### src/rtl/debounce_delay_multi_if.sv
// Channel-bundle interface for the multi-channel debounce/delay qualifier.
// The master drives the raw inputs and configuration; the slave returns the qualified outputs.
interface debounce_delay_multi_if #(
  parameter int CHANNELS = 4,
  parameter int CNT_W    = 8
);
  logic [CHANNELS-1:0] din;
  logic [CHANNELS-1:0] ch_clear;
  logic [CNT_W-1:0]    delay_cfg;
  logic                latch_mode;
  logic [CHANNELS-1:0] dout;
  logic [CHANNELS-1:0] rise;
  logic [CHANNELS-1:0] fall;
  logic                busy;

  modport master (
    output din, ch_clear, delay_cfg, latch_mode,
    input  dout, rise, fall, busy
  );

  modport slave (
    input  din, ch_clear, delay_cfg, latch_mode,
    output dout, rise, fall, busy
  );
endinterface

### src/rtl/debounce_delay_multi.sv
// N-channel input qualifier: dout follows din only after D consecutive differing cycles,
// with an optional latch mode that holds a raised output until cleared.
module debounce_delay_multi #(
  parameter int CHANNELS = 4,
  parameter int CNT_W    = 8
) (
  input  logic                  clk,
  input  logic                  clear,
  debounce_delay_multi_if.slave bus
);

  typedef enum logic [1:0] {WAIT, COUNT, LOCK} state_e;

  state_e              state_r   [CHANNELS];
  state_e              state_nxt [CHANNELS];
  logic [CNT_W-1:0]    cnt_r     [CHANNELS];
  logic [CNT_W-1:0]    cnt_nxt   [CHANNELS];
  logic [CHANNELS-1:0] dout_r, dout_nxt;
  logic [CHANNELS-1:0] rise_r, rise_nxt;
  logic [CHANNELS-1:0] fall_r, fall_nxt;
  logic                busy_r, busy_nxt;
  logic [CNT_W-1:0]    d_eff;
  logic [CNT_W:0]      cnt_inc;
  logic                flip;

  // A programmed delay of zero qualifies on the first differing edge, same as one.
  function automatic logic [CNT_W-1:0] eff_delay(input logic [CNT_W-1:0] cfg);
    logic [CNT_W-1:0] one;
    one = {{(CNT_W-1){1'b0}}, 1'b1};
    return (cfg == '0) ? one : cfg;
  endfunction

  assign d_eff = eff_delay(bus.delay_cfg);

  always_comb begin
    busy_nxt = 1'b0;
    dout_nxt = dout_r;
    rise_nxt = '0;
    fall_nxt = '0;
    cnt_inc  = '0;
    flip     = 1'b0;
    for (int i = 0; i < CHANNELS; i++) begin
      state_nxt[i] = state_r[i];
      cnt_nxt[i]   = cnt_r[i];
      flip         = 1'b0;
      // Widened increment so the >= compare can never see a wrapped count.
      cnt_inc      = {1'b0, cnt_r[i]} + {{CNT_W{1'b0}}, 1'b1};

      unique case (state_r[i])
        WAIT: begin
          cnt_nxt[i] = '0;
          if (bus.din[i] != dout_r[i]) begin
            if (d_eff == {{(CNT_W-1){1'b0}}, 1'b1}) begin
              flip = 1'b1;
            end else begin
              cnt_nxt[i]   = {{(CNT_W-1){1'b0}}, 1'b1};
              state_nxt[i] = COUNT;
            end
          end
        end
        COUNT: begin
          if (bus.din[i] == dout_r[i]) begin
            state_nxt[i] = WAIT;
            cnt_nxt[i]   = '0;
          end else if (cnt_inc >= {1'b0, d_eff}) begin
            flip = 1'b1;
          end else begin
            cnt_nxt[i] = cnt_inc[CNT_W-1:0];
          end
        end
        LOCK: begin
          cnt_nxt[i] = '0;
          if (!bus.latch_mode) state_nxt[i] = WAIT;
        end
        default: begin
          state_nxt[i] = WAIT;
          cnt_nxt[i]   = '0;
        end
      endcase

      if (flip) begin
        dout_nxt[i]  = ~dout_r[i];
        cnt_nxt[i]   = '0;
        state_nxt[i] = (!dout_r[i] && bus.latch_mode) ? LOCK : WAIT;
      end

      rise_nxt[i] = dout_nxt[i] & ~dout_r[i];
      fall_nxt[i] = ~dout_nxt[i] & dout_r[i];

      // A channel clear wins over any flip and must not emit a fall pulse.
      if (bus.ch_clear[i]) begin
        state_nxt[i] = WAIT;
        cnt_nxt[i]   = '0;
        dout_nxt[i]  = 1'b0;
        rise_nxt[i]  = 1'b0;
        fall_nxt[i]  = 1'b0;
      end

      busy_nxt = busy_nxt | (state_nxt[i] == COUNT);
    end
  end

  always_ff @(posedge clk) begin
    if (clear) begin
      for (int i = 0; i < CHANNELS; i++) begin
        state_r[i] <= WAIT;
        cnt_r[i]   <= '0;
      end
      dout_r <= '0;
      rise_r <= '0;
      fall_r <= '0;
      busy_r <= 1'b0;
    end else begin
      for (int i = 0; i < CHANNELS; i++) begin
        state_r[i] <= state_nxt[i];
        cnt_r[i]   <= cnt_nxt[i];
      end
      dout_r <= dout_nxt;
      rise_r <= rise_nxt;
      fall_r <= fall_nxt;
      busy_r <= busy_nxt;
    end
  end

  assign bus.dout = dout_r;
  assign bus.rise = rise_r;
  assign bus.fall = fall_r;
  assign bus.busy = busy_r;

endmodule
### src/flat_wrapper.sv
// flat-port wrapper written by rule: the top's interface ports become plain ports
module debounce_delay_multi_flat 
#(
  parameter int CHANNELS = 4,
  parameter int CNT_W    = 8
)
  (clk, clear, bus_din, bus_ch_clear, bus_delay_cfg, bus_latch_mode, bus_dout, bus_rise, bus_fall, bus_busy);
  debounce_delay_multi_if #(.CHANNELS(CHANNELS), .CNT_W(CNT_W)) bus_i ();
  input  logic clk;
  input  logic clear;
  input wire logic [$bits(bus_i.din)-1:0] bus_din;
  input wire logic [$bits(bus_i.ch_clear)-1:0] bus_ch_clear;
  input wire logic [$bits(bus_i.delay_cfg)-1:0] bus_delay_cfg;
  input wire logic [$bits(bus_i.latch_mode)-1:0] bus_latch_mode;
  output wire logic [$bits(bus_i.dout)-1:0] bus_dout;
  output wire logic [$bits(bus_i.rise)-1:0] bus_rise;
  output wire logic [$bits(bus_i.fall)-1:0] bus_fall;
  output wire logic [$bits(bus_i.busy)-1:0] bus_busy;
  assign bus_i.din = bus_din;
  assign bus_i.ch_clear = bus_ch_clear;
  assign bus_i.delay_cfg = bus_delay_cfg;
  assign bus_i.latch_mode = bus_latch_mode;
  assign bus_dout = bus_i.dout;
  assign bus_rise = bus_i.rise;
  assign bus_fall = bus_i.fall;
  assign bus_busy = bus_i.busy;
  debounce_delay_multi #(.CHANNELS(CHANNELS), .CNT_W(CNT_W)) u_core (.clk(clk), .clear(clear), .bus(bus_i));
endmodule
### config.mk
export PLATFORM = sky130hd
export DESIGN_NAME = debounce_delay_multi_flat
export DESIGN_NICKNAME = d
export VERILOG_FILES = /design/src/rtl/debounce_delay_multi_if.sv /design/src/rtl/debounce_delay_multi.sv /design/src/flat_wrapper.sv
export SDC_FILE = /design/constraint.sdc
export NUM_CORES = 1
export LEC_CHECK = 0
export CAP_MARGIN = 10
export CORE_ASPECT_RATIO = 0.8
export CORE_MARGIN = 2
export CORE_UTILIZATION = 35
export DETAILED_ROUTE_END_ITERATION = 7
export MAX_ROUTING_LAYER = met4
export PLACE_DENSITY = 0.64
export SYNTH_ARGS = -nofsm -noshare
export SYNTH_HDL_FRONTEND = slang
export SYNTH_SLANG_ARGS = --single-unit
export TNS_END_PERCENT = 50
### constraint.sdc
create_clock -name clk -period 3.6 [get_ports clk]
set_clock_uncertainty 0.2 [all_clocks]
set_input_delay 0.72 -clock clk [delete_from_list [all_inputs] [get_ports clk]]
set_output_delay 0.72 -clock clk [all_outputs]
set_load 0.1 [all_outputs]
# After elaboration in Yosys (flattened, before gate mapping)
# Memory sizes are Yosys's and may differ from the RTL's.
# Index checks and enable logic that the tools add are counted.
totals:
  regBits: 13
  mem_bits_rw: 40
  in_bits: 19
  output_inout_bits: 13
  wordCells: 178
  n_memories: 2
classes:
  addsub: 4
  n_lt_le_gt_ge: 4
  eq_ne: 21
  n_mux: 90
  bitwise: 27
  reduce_logical: 17
memory_table:
  columns: ["name", "depth", "width", "rd", "rd_clocked_by_memory_dff", "wr", "line_no", "text"]
  rows:
  - ["u_core.cnt_r", 4, 8, 4, 0, 4, "debounce_delay_multi.sv:16", "logic [CNT_W-1:0] cnt_r [CHANNELS];"]
  - ["u_core.state_r", 4, 2, 4, 0, 4, "debounce_delay_multi.sv:14", "state_e state_r [CHANNELS];"]
ops:
  columns: ["operator", "n"]
  rows:
  - ["8-bit two-way mux", 24]
  - ["2-bit two-way mux", 32]
  - ["8-bit case mux with 2 select lines", 4]
  - ["8-bit by 1-bit adder with 9-bit output, second input constant", 4]
  - ["9-bit by 8-bit >= comparator with 1-bit output", 4]
  - ["2-bit case mux with 3 select lines", 4]
  - ["1-bit two-way mux", 22]
  - ["2-bit by 1-bit == test with 1-bit output, second input constant", 8]
  - ["1-bit bitwise OR", 11]
  - ["1-bit bitwise AND", 8]
  - ["2-bit == test, second input constant", 4]
  - ["8-bit by 1-bit == test with 1-bit output, second input constant", 1]
  - ["2-bit zero test", 4]
  - ["8-bit zero test", 1]
  - ["1-bit inverter", 8]
  - ["1-bit case mux with 2 select lines", 4]
  - ["2-bit OR reduction", 4]
  - ["1-bit == test", 4]
  - ["1-bit logical AND", 4]
  - ["1-bit zero test", 4]
  - ["1-bit != test", 4]

# Depth between registers and ports, before layout
depth:
  word_depth: 12
  ltp_mapped: 14
  depth_no_buf: 14

# Least setup slack after synthesis
# OpenSTA, ideal clock, no wires.
synth_path:
  kind: "input to register"
  from: "in bus_delay_cfg[7]"
  to: "reg u_core.dout_r[1], in the netlist u_core.bus.dout[1]"
  arrival_ns: 3.267
  t_required_ns: 3.322
  slack_ns: 0.055
  cell_stages: 14
  path_buffers: 0
  cell_sequence: "inv_1 -> nand4_1 -> nor4_4 -> or2_2 -> ha_1 -> nand2b_1 -> a211oi_1 -> o21ai_0 -> maj3_1 -> a21o_1 -> nor2_1 -> nor3_1 -> ha_1 -> nor3_1"
synth_between:
  elab_chain_cells: 7
  elab_cells_between_ends: 10
  classes_between: "order compare (1); eq/ne (1); mux (7); reduce/logical (1)"
synth_rtl:
  columns: ["element", "line_no", "text"]
  rows:
  - ["start: declaration", "flat_wrapper.sv:13", "input wire logic [$bits(bus_i.delay_cfg)-1:0] bus_delay_cfg;"]
  - ["8-bit zero test", "debounce_delay_multi.sv:30", "return (cfg == '0) ? one : cfg;"]
  - ["8-bit two-way mux (*)", "debounce_delay_multi.sv:30", null]
  - ["9-bit by 8-bit >= comparator with 1-bit output / 8-bit by 1-bit == test with 1-bit output (equally long branches)", "debounce_delay_multi.sv:65, debounce_delay_multi.sv:53", null]
  - ["1-bit two-way mux (on tied branches)", "debounce_delay_multi.sv:65, debounce_delay_multi.sv:53", null]
  - ["1-bit two-way mux (on tied branches)", "debounce_delay_multi.sv:62, debounce_delay_multi.sv:52", null]
  - ["1-bit case mux with 2 select lines (*)", "debounce_delay_multi.sv:49", "unique case (state_r[i])"]
  - ["1-bit two-way mux (*)", "debounce_delay_multi.sv:81", "if (flip) begin"]
  - ["end signal: assignment", "debounce_delay_multi.sv:118", "dout_r <= dout_nxt;"]
  - ["end: declaration", "debounce_delay_multi.sv:18", "logic [CHANNELS-1:0] dout_r, dout_nxt;"]
# Every way passes the cells marked *; elsewhere a longest branch is shown, timed or not.
# A chain may end at the register's enable or synchronous reset.

# Final worst setup path
layout_path:
  from: "in bus_delay_cfg[2]"
  to: "reg u_core.dout_r[1], in the netlist u_core.bus.dout[1]"
# The elaborated chain is that of the path after synthesis.

==> run_results.csv <==
group,metric,value,unit
setup_path,critical_path_required,3.63,ns
setup_path,cp_top_family,"adder cells",
routing,dr.pass1.iters,4,
cts,htree_levels,2,
power_and_ir_drop,power.leakage,1.78,nW
power_and_ir_drop,pwr-share-comb,13.2,%
global_route,grt-ovfl-total,0,
sta,fin_crit_sh,97.5,%
setup_path,crit_path_top_delay_cell,"clkdlybuf4s50_1",
status,status,"finished clean",
setup_path,cp-endpoint,"u_core.bus.dout[1]",
routing,vias,2463,
routing,wl,6.72,mm
global_route,met3_usage,3.13,%
sta,layout_setup_ws,0.0915,ns
sta,slew_headroom,35.1,%
routing,drtIter0Drc,98,
sta,worst_pin_slew,0.970,ns
setup_path,cp_max_fo,2,
min_path,hold_depth,2,
floorplan,rows,30,
routing,ant_nets,0,
global_route,grt_pass1_vias,2432,
setup_path,start_kind,"input pin",
yosys,syn_area,3060,um2
placement,dpl.hpwl,5.20,mm
setup_path,worst_ep_arrival_time,3.54,ns
cts,cts_tree,"yes",
yosys,yosys_most_used_dff,"dfxtp_1",
sta,slew_violations,0,
power_and_ir_drop,powerDensity,301,nW/um2
finish,nNetsFinal,454,
setup_path,reg2reg_from,"u_core.cnt_r[0][0]",
floorplan,coreArea,8480,um2
setup_path,r2r_setup_slack,0.34,ns
finish,area_delta_synth_final,27.3,%
setup_path,rr_endpoint,"u_core.bus.dout[0]",
power_and_ir_drop,internal-power,0.000869,W
power_and_ir_drop,p_sw_share,25.9,%
routing,drc,0,
finish,multiInputGateArea,1990,um2
global_route,grt_first_pass_wirelength,11.3,mm
yosys,yosysTopAreaCell,"dfxtp_1",
sta,hold_viol,0,
cts,cts_buffer_depth,2,
yosys,async_flop_share,0,%
sta,setup_tns,0,ns
power_and_ir_drop,seqPwrFrac,51.4,%
routing,post_drt_wl_per_cell,13.3,um
cts,cts-root-buf,"clkbuf_8",
setup_path,cp_cell_sequence,"clkdlybuf4s50_1 > nor4_4 > or2_4 > ha_1 > nand2b_4 > a211oi_2 > o21ai_1 > maj3_2 > a21o_1 > nor2_2 > nor3_2 > ha_1 > nor3_2",
finish,seq_area,1060,um2
global_route,grt.busiest_layer,"met2",
setup_path,max_stage_delay,0.53,ns
yosys,synth_enable_flop_cells,0,
floorplan,pin_count,32,
yosys,synth_area_leaders,"dfxtp_1 (35%), ha_1 (16%), xor2_1 (4.3%), nor2b_1 (3.5%), nor2_1 (3.4%)",
floorplan,dieArea,9510,um2
sta,hold_slack,0.294,ns
cts,ctsHoldBuffers,0,
yosys,ys_seq_elements,53,
placement,routabilityCongestion,0.820,
setup_path,timing_worst_setup_path_type,"in -> reg",
floorplan,die-height,87.6,um
global_route,use_met1,22.2,%
yosys,yosys_warnings,0,
power_and_ir_drop,pwr-share-clk,35.4,%
min_path,min_path_type,"reg -> reg",
floorplan,start_util,36.0,%
cts,clk_pin_slew,0.10,ns
yosys,syn-num-nets,390,
placement,port_buffers,31,
min_path,holdCritStartpoint,"u_core.state_r[0][3]",
global_route,antenna_found_initial,0,
setup_path,worst-path-stages,13,
yosys,synth_top_area_share,34.7,%
global_route,grtUsageMet2,23.0,%
setup_path,critPathBufInv,1,
setup_path,end_kind,"flip-flop",
finish,drive_gt1_share,17.5,%
cts,clock_sinks,53,
job,drv_cap,0,
power_and_ir_drop,p_sw,0.000303,W
cts,clkLatencyLatePin,0.31,ns
finish,n_fill_cell,851,
finish,num_antenna_cells,0,
routing,vias_per_cell,4.86,
sta,max_freq,285,MHz
power_and_ir_drop,peakVddDrop,189,uV
global_route,grt_max_degree,17,
sta,fin_crit,3.51,ns
setup_path,reg2regPathDepth,13,
sta,setup_viol,0,
yosys,synth_cell_types,52,
placement,place_ws,-0.487,ns
yosys,ys_seq_area_share,34.7,%
yosys,synth.avg_cell_area,9.24,um2
cts,cts_buffers,5,
yosys,syn_inst,331,
global_route,grt_util_all_layers,15.6,%
floorplan,die_w,109,um
setup_path,crit_start,"bus_delay_cfg[2]",
-- layout by cell type (no fill, tap or decap), types with 4 or more instances in the layout --
cell type,Yosys,final
buf_4,0,32
dlymetal6s2s_1,0,6
nand2b_1,6,5
a21o_1,6,6
ha_1,40,39
a21oi_1,9,7
o21a_1,4,4
and2_1,8,7
nor2b_1,17,17
nand2_1,21,21
clkbuf_8,0,5
and3_1,10,10
xor2_1,15,15
inv_1,19,17
nor3_1,11,8
or3_1,4,4
nor3b_1,4,4
dfxtp_1,53,53
clkdlybuf4s50_1,0,19
nand3_1,17,17
nor2_1,28,26
xnor2_1,11,11
-- worst reg2reg max path: stages (launching register included) --
cell       delay [ns]
dfxtp_1          0.44
ha_1             0.22
nand3_1          0.12
nor2_1           0.21
xor2_1           0.12
ha_1             0.24
a2111oi_1        0.31
o31ai_1          0.14
a311o_1          0.36
a41oi_2          0.22
a21oi_2          0.10
and2_4           0.18
ha_4             0.26
nor3_2           0.03
-- stage by stage --
stage               instance area, um2  cells  util, %  total power [W]
floorplan                         3060    331        -         0.000698
global placement                  3650    494     43.0         0.000757
detailed placement                3650    494     43.0         0.000759
CTS                               3780    502     44.6          0.00118
global route                      3890    507     45.9          0.00122
finish                            3890    507     45.9          0.00117
-- cell families (layout without fill, tap and decap cells) --
kind of cell / Yosys count / in the layout / synth area share (%)
simple gates: 142 / 142 / 25.5
flops: 53 / 53 / 34.7
compound gates: 48 / 48 / 12.8
fa+ha+maj: 41 / 41 / 16.7
xor+xnor: 26 / 26 / 7.45
buf+inv: 20 / 84 / 2.45
mux: 1 / 1 / 0.491
-- state kept, by name, indices dropped and copies added (netlist names) --
signal / count
u_core.cnt_r: 32
u_core.bus.busy: 1
u_core.bus.dout: 4
u_core.bus.rise: 4
u_core.bus.fall: 4
u_core.state_r: 8
-- repair_timing --
| action | in CTS | in global routing |
|---|---|---|
| gates resized for setup | 8 | 20 |
| endpoints found under the setup margin | 9 | 18 |
| gates cloned | 0 | 0 |
| pin swaps | 12 | 16 |
| setup buffers | 1 | 6 |
| endpoints found under the hold margin | 0 | 0 |
-- cell usage after synthesis, drive strengths merged (9+ instances only) --
| cell type | count |
|---|---|
| a21oi | 9 |
| inv | 19 |
| nand3 | 19 |
| nor2 | 28 |
| nand2 | 21 |
| nor3 | 11 |
| nor2b | 17 |
| xor2 | 15 |
| xnor2 | 11 |
| and3 | 10 |
| dfxtp | 53 |
| ha | 40 |
| and2 | 9 |
-- how the worst min path moves through the flow --
| stage | endpoint | slack (ns) |
|---|---|---|
| after global routing | u_core.cnt_r[0][14] | 0.33 |
| after CTS | u_core.state_r[0][3] | 0.29 |
| after detailed placement | u_core.state_r[0][3] | 0.28 |
| final | u_core.state_r[0][3] | 0.29 |
| after floorplan | u_core.state_r[0][5] | 0.24 |
| after global placement | u_core.state_r[0][5] | 0.27 |
-- cell type report --
| cell class | instances | share of cell area, % |
|---|---|---|
| inverter | 19 | 1.83 |
| clock inverter | 2 | 0.997 |
| tap | 112 | 3.60 |
| sequential | 53 | 27.3 |
| timing repair buffer | 58 | 13.3 |
| multi-input combinational | 258 | 51.3 |
| clock buffer | 5 | 1.77 |
-- power groups by stage --
stage	Sequential [W]	Combinational, W	Clock, W
after floorplan	0.000633	0.0000642	0
after global placement	0.000615	0.000142	0
after detailed placement	0.000615	0.000144	0
after CTS	0.000602	0.000148	0.000426
after global routing	0.000604	0.000171	0.000449
final	0.000602	0.000155	0.000415
-- layer usage --
layer / part of all wire [%] / vias to the layer above
met5: 0 / -
met4: 0.62 / 0
met3: 4.5 / 5
met2: 41 / 44
met1: 54 / 1114
li1: - / 1300
(Power assumes the default switching activity.)
